--- src/rtl/uart_tx.sv ---
// UART transmitter: start bit, 8 data bits LSB first, optional parity, one stop bit.
// Bit timing is a per-bit cycle counter; tx is registered so the pin never sees input glitches.
//
// state  | meaning
// IDLE   | line high, waiting for tx_start
// START  | start bit (0)
// DATA   | data bits, LSB first
// PARITY | parity bit (skipped when PARITY_EN=0)
// STOP   | stop bit (1); tx_done pulses on its final edge
module uart_tx #(
  parameter int CLKS_PER_BIT = 5208,
  parameter int PARITY_EN    = 1,
  parameter int PARITY_ODD   = 0
) (
  input  logic       clk,
  input  logic       rst,
  input  logic       tx_start,
  input  logic [7:0] tx_data,
  output logic       tx,
  output logic       tx_busy,
  output logic       tx_done
);

  localparam int CW = $clog2(CLKS_PER_BIT);
  localparam logic [CW-1:0] CNT_MAX = CW'(CLKS_PER_BIT - 1);

  localparam logic [2:0] S_IDLE   = 3'd0;
  localparam logic [2:0] S_START  = 3'd1;
  localparam logic [2:0] S_DATA   = 3'd2;
  localparam logic [2:0] S_PARITY = 3'd3;
  localparam logic [2:0] S_STOP   = 3'd4;

  logic [2:0]    state_q, state_d;
  logic [7:0]    shift_reg_q, shift_reg_d;
  logic [2:0]    bit_idx_q, bit_idx_d;
  logic [CW-1:0] clk_cnt_q, clk_cnt_d;
  logic          parity_bit_q, parity_bit_d;
  logic          tx_q, tx_d;
  logic          busy_q, busy_d;
  logic          done_q, done_d;

  logic          bit_end;
  logic [2:0]    nxt_idx;

  assign bit_end = (clk_cnt_q == CNT_MAX);
  assign nxt_idx = bit_idx_q + 3'd1;

  always_comb begin
    state_d      = state_q;
    shift_reg_d  = shift_reg_q;
    bit_idx_d    = bit_idx_q;
    clk_cnt_d    = clk_cnt_q;
    parity_bit_d = parity_bit_q;
    tx_d         = tx_q;
    busy_d       = busy_q;
    done_d       = 1'b0;

    case (state_q)
      S_IDLE: begin
        tx_d   = 1'b1;
        busy_d = 1'b0;
        if (tx_start) begin
          shift_reg_d  = tx_data;
          parity_bit_d = (^tx_data) ^ (PARITY_ODD != 0);
          clk_cnt_d    = '0;
          state_d      = S_START;
          tx_d         = 1'b0;
          busy_d       = 1'b1;
        end
      end

      S_START: begin
        if (bit_end) begin
          clk_cnt_d = '0;
          bit_idx_d = 3'd0;
          state_d   = S_DATA;
          tx_d      = shift_reg_q[0];
        end else begin
          clk_cnt_d = clk_cnt_q + CW'(1);
        end
      end

      S_DATA: begin
        if (bit_end) begin
          clk_cnt_d = '0;
          bit_idx_d = nxt_idx;
          if (bit_idx_q == 3'd7) begin
            if (PARITY_EN != 0) begin
              state_d = S_PARITY;
              tx_d    = parity_bit_q;
            end else begin
              state_d = S_STOP;
              tx_d    = 1'b1;
            end
          end else begin
            // tx is registered, so load the upcoming bit one edge early
            tx_d = shift_reg_q[nxt_idx];
          end
        end else begin
          clk_cnt_d = clk_cnt_q + CW'(1);
        end
      end

      S_PARITY: begin
        if (bit_end) begin
          clk_cnt_d = '0;
          state_d   = S_STOP;
          tx_d      = 1'b1;
        end else begin
          clk_cnt_d = clk_cnt_q + CW'(1);
        end
      end

      S_STOP: begin
        tx_d = 1'b1;
        if (bit_end) begin
          clk_cnt_d = '0;
          state_d   = S_IDLE;
          busy_d    = 1'b0;
          done_d    = 1'b1;
        end else begin
          clk_cnt_d = clk_cnt_q + CW'(1);
        end
      end

      default: begin
        state_d   = S_IDLE;
        clk_cnt_d = '0;
        tx_d      = 1'b1;
        busy_d    = 1'b0;
      end
    endcase
  end

  // tx resets to 1 so an aborted frame releases the line high without a low glitch
  always_ff @(posedge clk or posedge rst) begin
    if (rst) begin
      state_q      <= S_IDLE;
      shift_reg_q  <= '0;
      bit_idx_q    <= '0;
      clk_cnt_q    <= '0;
      parity_bit_q <= 1'b0;
      tx_q         <= 1'b1;
      busy_q       <= 1'b0;
      done_q       <= 1'b0;
    end else begin
      state_q      <= state_d;
      shift_reg_q  <= shift_reg_d;
      bit_idx_q    <= bit_idx_d;
      clk_cnt_q    <= clk_cnt_d;
      parity_bit_q <= parity_bit_d;
      tx_q         <= tx_d;
      busy_q       <= busy_d;
      done_q       <= done_d;
    end
  end

  assign tx      = tx_q;
  assign tx_busy = busy_q;
  assign tx_done = done_q;

endmodule

--- config.mk ---
export PLATFORM = sky130hd
export DESIGN_NAME = uart_tx
export DESIGN_NICKNAME = d
export VERILOG_FILES = /design/src/rtl/uart_tx.sv
export SDC_FILE = /design/constraint.sdc
export NUM_CORES = 1
export LEC_CHECK = 0
export BUFFER_PORTS_ARGS = -buffer_cell sky130_fd_sc_hd__buf_4
export CORE_AREA = 2 2 80 44
export DETAILED_ROUTE_END_ITERATION = 7
export DIE_AREA = 0 0 82 46
export PLACE_DENSITY = 0.83
export SLEW_MARGIN = 20
export SYNTH_ARGS = -nofsm -noshare
export SYNTH_HDL_FRONTEND = slang
export SYNTH_SLANG_ARGS = --single-unit
--- constraint.sdc ---
create_clock -name clk -period 2.4 [get_ports clk]
set_input_delay 0.24 -clock clk [delete_from_list [all_inputs] [get_ports clk]]
set_output_delay 0.24 -clock clk [all_outputs]
set_load 0.01 [all_outputs]
# Word-level counts from Yosys, hierarchy flattened
# Cells that the tools add are included.
[classes] add_sub_neg=2 order_cmp=1 eq_ne=12 n_mux=25 bitwise_logic=1 reduce_logical=10
[ops] cell="$mux W13" n=2
[ops] cell="$pmux W13 S2" n=1
[ops] cell="$mux W3" n=7
[ops] cell="$pmux W3 S5" n=1
[ops] cell="$add A13 B1 Y13 const B" n=1
[ops] cell="$eq A13 B13 Y1 const B" n=1
[ops] cell="$ne A2 B2 Y1 const B" n=6
[ops] cell="$mux W1" n=10
[ops] cell="$reduce_xor A8 Y1" n=1
[ops] cell="$eq A3 B2 Y1 const B" n=2
[ops] cell="$eq A3 B3 Y1 const B" n=2
[ops] cell="$pmux W3 S2" n=1
[ops] cell="$reduce_and A3 Y1" n=2
[ops] cell="$reduce_and A6 Y1" n=1
[ops] cell="$lt A3 B4 Y1 const B" n=1
[ops] cell="$pmux W1 S4" n=1
[ops] cell="$reduce_and A2 Y1" n=2
[ops] cell="$reduce_or A4 Y1" n=1
[ops] cell="$add A3 B1 Y3 const B" n=1
[ops] cell="$bmux W1 S3" n=1
[ops] cell="$eq A3 B1 Y1 const B" n=1
[ops] cell="$logic_not A3 Y1" n=1
[ops] cell="$pmux W1 S3" n=1
[ops] cell="$reduce_or A3 Y1" n=1
[ops] cell="other kinds (2)" n=2
[word_totals] ff_bits=31 input_bits=11 out_inout_bits=3 elab_cells=59

# Logic depth before layout (Yosys ltp)
# Gate-level depths: netlist of run 1.
[logic_depth] word_depth=6 ltp_mapped=6 ltp_nobuf=6

# Worst setup path after synthesis of run 1
# Ideal clock, no wire load.
[synth_path] path_type="reg2reg" start="reg clk_cnt_q[0]" end="reg bit_idx_q[1]" setup_ps=126 arrival_ps=1582 required_time_ps=2274 slack_ps=692 stages_incl_launch_ff=6 n_path_buf=0 synth_period_minus_slack_ps=1708 path_cell_list="dfrtp_1 > ha_1 > and4b_1 > nand3_4 > o31a_1 > a311o_1"
[synth_via] elab_chain_cells=3 word_cells_on_any_way=4 cone_classes="3 x eq/ne; 1 x reduce/logical"
[synth_lines] element="start: declaration" line_no="36" rtl="logic [CW-1:0] clk_cnt_q, clk_cnt_d;"
[synth_lines] element="start signal: assignment" line_no="150" rtl="clk_cnt_q <= clk_cnt_d;"
[synth_lines] element="$eq A13 B13 Y1 (*)" line_no="45" rtl="assign bit_end = (clk_cnt_q == CNT_MAX);"
[synth_lines] element="$ne A2 B2 Y1 (no source line)"
[synth_lines] element="$reduce_and A3 Y1 (no source line) (*)"
[synth_lines] element="end signal: assignment" line_no="149" rtl="bit_idx_q <= bit_idx_d;"
[synth_lines] element="end: declaration" line_no="35" rtl="logic [2:0] bit_idx_q, bit_idx_d;"
# Every way passes the cells marked *; elsewhere a longest branch is shown, timed or not.
# A chain may end at the register's enable or synchronous reset.

# Worst setup path after layout of run 1
[layout_path] start="reg clk_cnt_q[0]" end="reg bit_idx_q[2]"
# The elaborated chain is that of the path after synthesis.

==> impl_metrics.env, run 1 <==
export IMPL_status="completed"
export IMPL_pwr_share_comb_pct=29.7
export IMPL_dieArea_mm2=0.003772
export IMPL_post_dp_hpwl_um=2730
export IMPL_routedWlPerCell_um=16.78
export IMPL_gp_congestion=0.8221
export IMPL_diodes=0
export IMPL_fmax_ghz=0.5247
export IMPL_dp_cells=211
export IMPL_synth_distinct_cells=41
export IMPL_via_per_inst=5.991
export IMPL_final_seq_area_um2=777.0
export IMPL_synth_top_cell_area_share_pct=43.48
export IMPL_async_reset_ff_share_pct=100.0
export IMPL_grt_setup_unrepaired="no"
export IMPL_worst_r2r_path_depth=5
export IMPL_antenna_found_initial=0
export IMPL_port_buffers=13
export IMPL_fin_ws_ns=0.4941
export IMPL_yosysMostFrequentCell="dfrtp_1"
export IMPL_cts_tree="yes"
export IMPL_yosysSeqAreaShare_pct=45.00
export IMPL_first_iter_violations=81
export IMPL_endpoint_kind="flop"
export IMPL_cts_setup_buffers=0
export IMPL_maxSlewHeadroom_pct=57.20
export IMPL_yosysWarnings=0
export IMPL_required_ns=2.57
export IMPL_yosysTopAreaCell="dfrtp_1"
export IMPL_pre_cts_slack_ns=0.5251
export IMPL_clkTransAtPathRegs_ns=0.06
export IMPL_nets=190
export IMPL_start_util_pct=54.76
export IMPL_setup_tns_ns=0
export IMPL_grt_first_pass_wirelength_um=6078
export IMPL_p_clk_share_pct=24.0
export IMPL_maxCapViolCount=0
export IMPL_ir_worst_vdd_mv=0.4299
export IMPL_ant_nets=0
export IMPL_cts_buffer_depth=2
export IMPL_synth_edf_count=0
export IMPL_syn_avg_cell_area_um2=10.86
export IMPL_gr_usage_all_layers_pct=22.74
export IMPL_finClkSkew_ns=0.003470
export IMPL_power_switching_mw=0.5807
export IMPL_die_width_um=82
export IMPL_drc=0
export IMPL_p_leak_nw=0.8063
export IMPL_setup_viol=0
export IMPL_vias=1306
export IMPL_placementRows=15
export IMPL_p_per_area_mw_per_mm2=882.3
export IMPL_die_h_um=46
export IMPL_ys_seq_elements=31
export IMPL_hold_class="input port to asynchronous set/reset pin"
export IMPL_maxSlewViolCount=0
export IMPL_numCtsBuffers=5
export IMPL_h_tree_depth=2
export IMPL_syn_area_mm2=0.001727
export IMPL_crit_type="flop to flop"
export IMPL_min_period_over_period_pct=79.41
export IMPL_grt_pass1_vias=1269
export IMPL_gr_total_overflow=0
export IMPL_cellInternalPower_mw=1.148
export IMPL_grt_start_max_net_pins=32
export IMPL_tightest_slew_ns=0.6393
export IMPL_cp_start_kind="flop"
export IMPL_finalNonFillerCells=218
export IMPL_seqPwrFrac_pct=46.2
export IMPL_fillers=260
export IMPL_synthTopCellsByArea="dfrtp_1 (43%), xnor2_1 (8.6%), mux2_2 (5.9%)"
export IMPL_hold_viol_final=0
export IMPL_synthCells=159
export IMPL_period_minus_slack_ns=1.906
export IMPL_drt_wl_total_um=3657
export IMPL_cts_root_buf="clkbuf_8"
export IMPL_yosys_top_cells_count="dfrtp_1 (30), nor2_1 (19), xnor2_1 (17)"
export IMPL_multiInputGateArea_um2=899.6
export IMPL_synthFlopType="dfrtp_1"
export IMPL_syn_num_nets=173
export IMPL_arrival_ns=2.07
export IMPL_drt_first_pass_iters=4
export IMPL_clock_sinks=31
export IMPL_clock_latency_ns=0.29
export IMPL_swShare_pct=33.59
export IMPL_post_cts_resized=0
export IMPL_syn_to_final_growth_pct=13.48
export IMPL_holdBufCountCts=0
export IMPL_ios=14
export IMPL_coreArea_mm2=0.003153
export IMPL_layout_drive_gt1_share_pct=23.86
export IMPL_crit_path_max_fanout=9
[cell type report]
type / count / area share [%]
Clock buffer: 6 / 4.215
Clock inverter: 1 / 0.2554
Inverter: 6 / 1.149
Multi-Input combinational cell: 116 / 45.91
Sequential cell: 31 / 39.66
Tap cell: 42 / 2.682
Timing Repair Buffer: 16 / 6.130
[per-layer routing]
| layer | track usage (%) | wire length (um) | share of wire (%) |
|---|---|---|---|
| met1 | 29.68 | 1756 | 48 |
| met2 | 36.59 | 1685 | 46 |
| met3 | 6.746 | 166 | 4.5 |
| met4 | 8.000 | 49 | 1.3 |
| met5 | 0 | 0 | 0 |
[metrics by stage]
| step | hold WS, ns | cell area, um^2 | util, % | power (mW) |
|---|---|---|---|---|
| global route | 0.07434 | 1959 | 62.14 | 1.830 |
| finish | 0.03143 | 1959 | 62.14 | 1.729 |
| detailed placement | 0.3587 | 1872 | 59.37 | 1.323 |
| global placement | 0.3449 | 1872 | 59.37 | 1.281 |
| floorplan | 0.3428 | 1727 | - | 1.160 |
| CTS | 0.04436 | 1959 | 62.14 | 1.744 |
[power groups by stage]
stage,Clock [mW],Sequential (mW),Combinational [mW]
2_1_floorplan,0,0.737,0.423
3_3_place_gp,0,0.791,0.490
3_5_place_dp,0,0.806,0.517
4_1_cts,0.430,0.797,0.516
5_1_grt,0.451,0.815,0.564
6_report,0.415,0.800,0.514
[worst max-delay path, stage by stage (launching register included)]
cell and delay, ns:
dfrtp_1 0.41, ha_1 0.27, and4b_1 0.31, nand3_4 0.15, o31a_1 0.32, a311o_1 0.32
[logic make-up (layout without fill, tap and decap cells)]
group           count (synthesis)  in the layout  synth area share [%]
simple gates                   60             60                 21.59
flops                          31             31                 45.00
compound gates                 19             19                 8.624
xor+xnor                       19             19                 9.638
mux                            15             15                 10.07
buf+inv                        12             29                 2.899
fa+ha+maj                       3              3                 2.174
[placed cells by master (no fill, tap or decap), drive strengths merged, types with 3 or more instances in the layout]
| master | synthesis | final |
|---|---|---|
| nor3 | 6 | 6 |
| a21oi | 4 | 4 |
| nand2 | 6 | 6 |
| nor2 | 20 | 20 |
| ha | 3 | 3 |
| clkbuf | 2 | 6 |
| dfrtp | 30 | 30 |
| nor4 | 5 | 5 |
| nand3 | 6 | 6 |
| inv | 6 | 6 |
| mux2i | 5 | 5 |
| mux2 | 9 | 9 |
| nand4 | 5 | 5 |
| buf | 4 | 16 |
| xnor2 | 17 | 17 |
[state kept, by name (all words and copies together), names as in the netlist]
name and cells:
tx_done 1, clk_cnt_q 13, state_q 3, bit_idx_q 3
tx 1, shift_reg_q 8, parity_bit_q 1, tx_busy 1
[path summary, 6_finish.rpt]
| check | startpoint | endpoint | slack, ns |
|---|---|---|---|
| worst max register to register | clk_cnt_q[0] | bit_idx_q[2] | 0.49 |
| worst min-delay path | rst | shift_reg_q[5] | 0.03 |
| worst min register to register | shift_reg_q[7] | shift_reg_q[7] | 0.52 |
| max in group asynchronous | rst | tx | 2.04 |
| min in group clk | tx_data[7] | shift_reg_q[7] | 0.20 |
| worst max-delay path | clk_cnt_q[0] | bit_idx_q[2] | 0.49 |
No activity file was read; power rests on OpenSTA's default activity.
==> inputs of run 2 (changes only) <==
--- a/config.mk
+++ b/config.mk
@@ -6,10 +6,10 @@
 export NUM_CORES = 1
 export LEC_CHECK = 0
 export BUFFER_PORTS_ARGS = -buffer_cell sky130_fd_sc_hd__buf_4
-export CORE_AREA = 2 2 80 44
+export CORE_AREA = 2 2 84 46
 export DETAILED_ROUTE_END_ITERATION = 7
-export DIE_AREA = 0 0 82 46
-export PLACE_DENSITY = 0.83
+export DIE_AREA = 0 0 86 48
+export PLACE_DENSITY = 0.8
 export SLEW_MARGIN = 20
 export SYNTH_ARGS = -nofsm -noshare
 export SYNTH_HDL_FRONTEND = slang
==> constraint.sdc (replaced) <==
create_clock -name clk -period 1.7 [get_ports clk]
set_input_delay 0.17 -clock clk [delete_from_list [all_inputs] [get_ports clk]]
set_output_delay 0.17 -clock clk [all_outputs]
set_load 0.01 [all_outputs]
==> run 2 against run 1 <==
Compared with the run above: clock skew increased by 0.0038 ns; die area up 9.4%; critical path depth up 2; sequential share of layout area fell by 4.1 points; setup slack lost 0.45 ns; first-iteration DRC count grew 84%; core utilization increased by 3.8 points; non-clock buffer count increased by 25; flip-flop and latch count unchanged; global-route usage down 0.097 points; count of clock-buffer cells in the layout is 1 higher; critical endpoint is now clk_cnt_q[0].
==> impl_metrics.env, run 2 (synthesized netlist as in run 1, its figures left out) <==
export IMPL_antenna_found_initial=0
export IMPL_fmax_ghz=0.6031
export IMPL_syn_to_final_growth_pct=26.88
export IMPL_grt_first_pass_wirelength_um=6637
export IMPL_nets=216
export IMPL_setup_viol=0
export IMPL_ios=14
export IMPL_reg_largest_list="clk_cnt_q (13), shift_reg_q (8)"
export IMPL_vias=1428
export IMPL_crit_path_max_fanout=3
export IMPL_p_clk_share_pct=21.3
export IMPL_period_minus_slack_ns=1.658
export IMPL_gr_total_overflow=0
export IMPL_final_seq_area_um2=778.2
export IMPL_placementRows=15
export IMPL_maxCapViolCount=0
export IMPL_ant_nets=0
export IMPL_dp_cells=232
export IMPL_routedWlPerCell_um=16.69
export IMPL_cellInternalPower_mw=1.746
export IMPL_grt_pass1_vias=1405
export IMPL_slowest_stage="dfrtp_1"
export IMPL_crit_chain="ha_2 > and4b_2 > buf_4 > a31oi_4 > buf_4 > mux2i_1 > o32ai_1"
export IMPL_p_leak_nw=0.9310
export IMPL_required_ns=1.88
export IMPL_clock_latency_ns=0.28
export IMPL_layout_drive_gt1_share_pct=35.47
export IMPL_swShare_pct=34.08
export IMPL_dieArea_mm2=0.004128
export IMPL_cts_root_buf="clkbuf_8"
export IMPL_seqPwrFrac_pct=40.8
export IMPL_p_per_area_mw_per_mm2=1209
export IMPL_drt_wl_total_um=4088
export IMPL_pwr_share_comb_pct=37.9
export IMPL_min_period_over_period_pct=97.53
export IMPL_tightest_slew_ns=0.3922
export IMPL_h_tree_depth=2
export IMPL_arrival_ns=1.84
export IMPL_slowest_delay_ns=0.40
export IMPL_diodes=0
export IMPL_status="completed"
export IMPL_layout_commonest_cell="buf_4"
export IMPL_maxSlewViolCount=0
export IMPL_drc=0
export IMPL_holdWs_ns=0.1356
export IMPL_finalNonFillerCells=245
export IMPL_grt_start_max_net_pins=32
export IMPL_top_register="clk_cnt_q"
export IMPL_fillers=266
export IMPL_largest_reg_flops=13
export IMPL_final_cell_mix="buf_4 (40), dfrtp_1 (29), nor2_1 (19), xnor2_1 (17), mux2_2 (9)"
export IMPL_maxSlewHeadroom_pct=73.85
export IMPL_pre_cts_slack_ns=-0.0007333
export IMPL_hold_class="input port to flop"
export IMPL_clkTransAtPathRegs_ns=0.07
export IMPL_port_buffers=13
export IMPL_hold_viol_final=0
export IMPL_cp_top_family="flip-flops"
export IMPL_via_per_inst=5.829
export IMPL_ir_worst_vdd_mv=0.7375
export IMPL_post_dp_hpwl_um=2959
export IMPL_coreArea_mm2=0.003322
export IMPL_clock_sinks=31
export IMPL_power_total_mw=2.648
export IMPL_gr_usage_all_layers_pct=22.64
export IMPL_power_switching_mw=0.9025
export IMPL_drt_first_pass_iters=4
export IMPL_numCtsBuffers=5
export IMPL_gp_congestion=0.9264
export IMPL_crit_type="flop to flop"
export IMPL_cp_start_kind="flop"
export IMPL_grt_setup_unrepaired="yes"
export IMPL_die_width_um=86
export IMPL_die_h_um=48
export IMPL_multiInputGateArea_um2=945.9
export IMPL_start_util_pct=51.98
export IMPL_path_buf_inv=2
export IMPL_finClkSkew_ns=0.007264
export IMPL_endpoint_kind="flop"
export IMPL_cts_tree="yes"
export IMPL_first_iter_violations=149
export IMPL_path_common_cell="buf_4"
export IMPL_cts_buffer_depth=2
export IMPL_fin_ws_ns=0.04198
==> run 2: per-layer routing <==
metal | global-route usage [%] | vias up | share of wire [%]
met5 | 0 | - | 0
met2 | 34.11 | 49 | 44
met1 | 31.11 | 704 | 49
met3 | 6.552 | 4 | 6.0
met4 | 10.16 | 0 | 1.1
li1 | - | 671 | -
==> run 2: worst paths after layout <==
check / from / end / slack [ns] / cells past startpoint
min in group asynchronous: rst / clk_cnt_q[7] / 0.51 / 4
worst max register to register: clk_cnt_q[1] / clk_cnt_q[0] / 0.04 / 7
worst min-delay path: tx_data[1] / shift_reg_q[1] / 0.14 / 2
max in group asynchronous: rst / tx / 0.87 / 4
worst max-delay path: clk_cnt_q[1] / clk_cnt_q[0] / 0.04 / 7
worst min register to register: shift_reg_q[1] / shift_reg_q[1] / 0.52 / 1
==> run 2: power groups by stage <==
stage                     registers [mW]  logic [mW]  clock network, mW
after global routing                1.10        1.10              0.603
final                               1.08        1.00              0.564
after CTS                           1.07       0.932              0.571
after global placement              1.07       0.900                  0
after detailed placement            1.08       0.929                  0
after floorplan                     1.04       0.597                  0
==> run 2: area by class of cell <==
cell class / count / share of cell area [%]
Multi-Input combinational cell: 117 / 43.18
Inverter: 6 / 1.028
Clock buffer: 7 / 3.484
Clock inverter: 1 / 0.2284
Tap cell: 42 / 2.399
Sequential cell: 31 / 35.52
Timing Repair Buffer: 41 / 14.16
==> run 2: metrics by stage <==
| step | setup TNS [ns] | utilization (%) | area (um^2) |
|---|---|---|---|
| 3_3_place_gp | 0 | 61.13 | 2031 |
| 2_1_floorplan | 0 | - | 1728 |
| 5_1_grt | -0.08034 | 65.95 | 2191 |
| 4_1_cts | 0 | 64.11 | 2130 |
| 3_5_place_dp | -0.0007333 | 61.13 | 2031 |
| 6_report | 0 | 65.95 | 2191 |
==> run 2: what timing repair did <==
action                                  4_1_cts  5_1_grt
hold buffers                                  1        0
buffers inserted                              1        2
endpoints found under the setup margin        2       10
pin swaps                                     0        7
gates resized for setup                       0        8
cloned                                        0        1
hold endpoints to repair                     30        0
==> inputs of run 3 (changes only) <==
--- a/config.mk
+++ b/config.mk
@@ -6,10 +6,10 @@
 export NUM_CORES = 1
 export LEC_CHECK = 0
 export BUFFER_PORTS_ARGS = -buffer_cell sky130_fd_sc_hd__buf_4
-export CORE_AREA = 2 2 84 46
+export CORE_AREA = 2 2 80 44
 export DETAILED_ROUTE_END_ITERATION = 7
-export DIE_AREA = 0 0 86 48
-export PLACE_DENSITY = 0.8
+export DIE_AREA = 0 0 82 46
+export PLACE_DENSITY = 0.83
 export SLEW_MARGIN = 20
 export SYNTH_ARGS = -nofsm -noshare
 export SYNTH_HDL_FRONTEND = slang
==> constraint.sdc (replaced) <==
create_clock -name clk -period 1.9 [get_ports clk]
set_input_delay 0.19 -clock clk [delete_from_list [all_inputs] [get_ports clk]]
set_output_delay 0.19 -clock clk [all_outputs]
set_load 0.01 [all_outputs]
==> run 3 against run 2 <==
Compared with the run above: the run now ends with negative hold slack left; largest cell class unchanged; maximum frequency decreased by 9.3%; sequential power decreased by 9%; core utilization fell by 2.0 points; highest routed layer unchanged; via count shrank 7.6%; combinational power fell by 25%; clock skew fell by 0.0021 ns.
==> impl_metrics.env, run 3 (synthesized netlist as in run 1, its figures left out) <==
export IMPL_slowest_delay_ns=0.42
export IMPL_h_tree_depth=2
export IMPL_r2r_start="clk_cnt_q[0]"
export IMPL_drt_wl_total_um=3879
export IMPL_maxSlewHeadroom_pct=68.99
export IMPL_ios=14
export IMPL_gp_congestion=0.8087
export IMPL_first_iter_violations=107
export IMPL_drc=0
export IMPL_tightest_slew_ns=0.4651
export IMPL_drt_first_pass_iters=4
export IMPL_cts_buffer_depth=2
export IMPL_clock_latency_ns=0.28
export IMPL_wl_met3_um=174
export IMPL_wl_met2_um=1839
export IMPL_grt_pass1_vias=1276
export IMPL_routedWlPerCell_um=17.09
export IMPL_top_register="clk_cnt_q"
export IMPL_ff2ff_setup_slack_ns=0.07
export IMPL_maxCapViolCount=0
export IMPL_cts_tree="yes"
export IMPL_via_per_inst=5.811
export IMPL_fillers=262
export IMPL_maxSlewViolCount=0
export IMPL_drt_met1_wl_um=1851
export IMPL_crit_chain="ha_2 > and4b_2 > nand3_4 > o31a_1 > a311o_1"
export IMPL_setup_viol=0
export IMPL_layout_drive_gt1_share_pct=27.57
export IMPL_hold_class="input port to asynchronous set/reset pin"
export IMPL_fmax_ghz=0.5472
export IMPL_clock_sinks=31
export IMPL_power_total_mw=2.242
export IMPL_dieArea_mm2=0.003772
export IMPL_port_buffers=13
export IMPL_min_period_over_period_pct=96.18
export IMPL_cts_setup_buffers=0
export IMPL_layout_commonest_cell="dfrtp_1"
export IMPL_placementRows=15
export IMPL_worst_r2r_path_depth=5
export IMPL_multiInputGateArea_um2=903.4
export IMPL_start_util_pct=54.76
export IMPL_antenna_found_initial=0
export IMPL_slowest_stage="dfrtp_1"
export IMPL_crit_type="flop to flop"
export IMPL_dp_cells=219
export IMPL_required_ns=2.06
export IMPL_finalNonFillerCells=227
export IMPL_timing_rr_end="bit_idx_q[2]"
export IMPL_numCtsBuffers=5
export IMPL_grt_start_max_net_pins=32
export IMPL_cts_root_buf="clkbuf_8"
export IMPL_finClkSkew_ns=0.005165
export IMPL_ir_worst_vdd_mv=0.5594
export IMPL_period_minus_slack_ns=1.827
export IMPL_post_dp_hpwl_um=2822
export IMPL_post_cts_resized=0
export IMPL_holdBufCountCts=0
export IMPL_holdWs_ns=-0.01758
export IMPL_nets=198
export IMPL_diodes=0
export IMPL_final_cell_mix="dfrtp_1 (30), buf_4 (24), nor2_1 (19), xnor2_1 (17), mux2_2 (9)"
export IMPL_arrival_ns=1.99
export IMPL_status="finished with violations"
export IMPL_p_per_area_mw_per_mm2=1112
export IMPL_crit_path_max_fanout=9
export IMPL_gr_usage_all_layers_pct=23.62
export IMPL_cp_start_kind="flop"
export IMPL_clkTransAtPathRegs_ns=0.07
export IMPL_die_width_um=82
export IMPL_hold_viol_final=30
export IMPL_reg_largest_list="clk_cnt_q (13), shift_reg_q (8)"
export IMPL_syn_to_final_growth_pct=16.81
export IMPL_coreArea_mm2=0.003153
export IMPL_endpoint_kind="flop"
export IMPL_largest_reg_flops=13
export IMPL_violations="negative hold slack"
export IMPL_vias=1319
export IMPL_ant_nets=0
export IMPL_topRoutingLayerUsed="met4"
export IMPL_grt_first_pass_wirelength_um=6382
export IMPL_p_leak_nw=0.8405
export IMPL_final_seq_area_um2=777.0
export IMPL_die_h_um=46
export IMPL_gr_total_overflow=0
[run 3: metal layers]
layer | track usage (%) | vias up
li1 | - | 632
met1 | 33.25 | 652
met2 | 37.24 | 33
met3 | 5.952 | 2
met4 | 5.000 | 0
met5 | 0 | -
[run 3: worst max-delay path by stage]
stage | startpoint | end | depth (start not counted)
4_1_cts | clk_cnt_q[0] | bit_idx_q[2] | 5
3_5_place_dp | clk_cnt_q[0] | bit_idx_q[2] | 5
6_report | clk_cnt_q[0] | bit_idx_q[2] | 5
3_3_place_gp | clk_cnt_q[0] | bit_idx_q[1] | 5
2_1_floorplan | clk_cnt_q[0] | bit_idx_q[1] | 5
5_1_grt | clk_cnt_q[0] | bit_idx_q[2] | 5
[run 3: power breakdown]
group          switching, mW  leakage (nW)  internal [mW]
Combinational          0.364         0.398          0.383
Clock                  0.254        0.0422          0.257
Sequential             0.153         0.400          0.831
[run 3: layout make-up]
class	instances	area share (%)
Multi-Input combinational cell	116	44.79
Timing Repair Buffer	24	8.933
Clock inverter	1	0.2481
Clock buffer	7	3.784
Sequential cell	31	38.52
Tap cell	42	2.605
Inverter	6	1.117
[run 3: critical path, delay by kind of cell (launching register included)]
| family | cells | cell delay [ns] |
|---|---|---|
| and+or+nand+nor | 2 | 0.42 |
| AOI/OAI and AO/OA | 2 | 0.63 |
| adders and majority gates | 1 | 0.24 |
| DFF | 1 | 0.42 |
[run 3: stage by stage]
step | area [um^2] | hold slack (ns) | worst slack, ns | utilization [%] | TNS (ns)
detailed placement | 1932 | 0.3042 | 0.04614 | 61.27 | 0
floorplan | 1727 | 0.2928 | 0.1920 | - | 0
global route | 2017 | 0.03386 | -0.005097 | 63.97 | -0.005097
global placement | 1932 | 0.2966 | 0.1289 | 61.27 | 0
CTS | 2013 | 0.005443 | 0.03633 | 63.85 | 0
finish | 2017 | -0.01758 | 0.07264 | 63.97 | 0
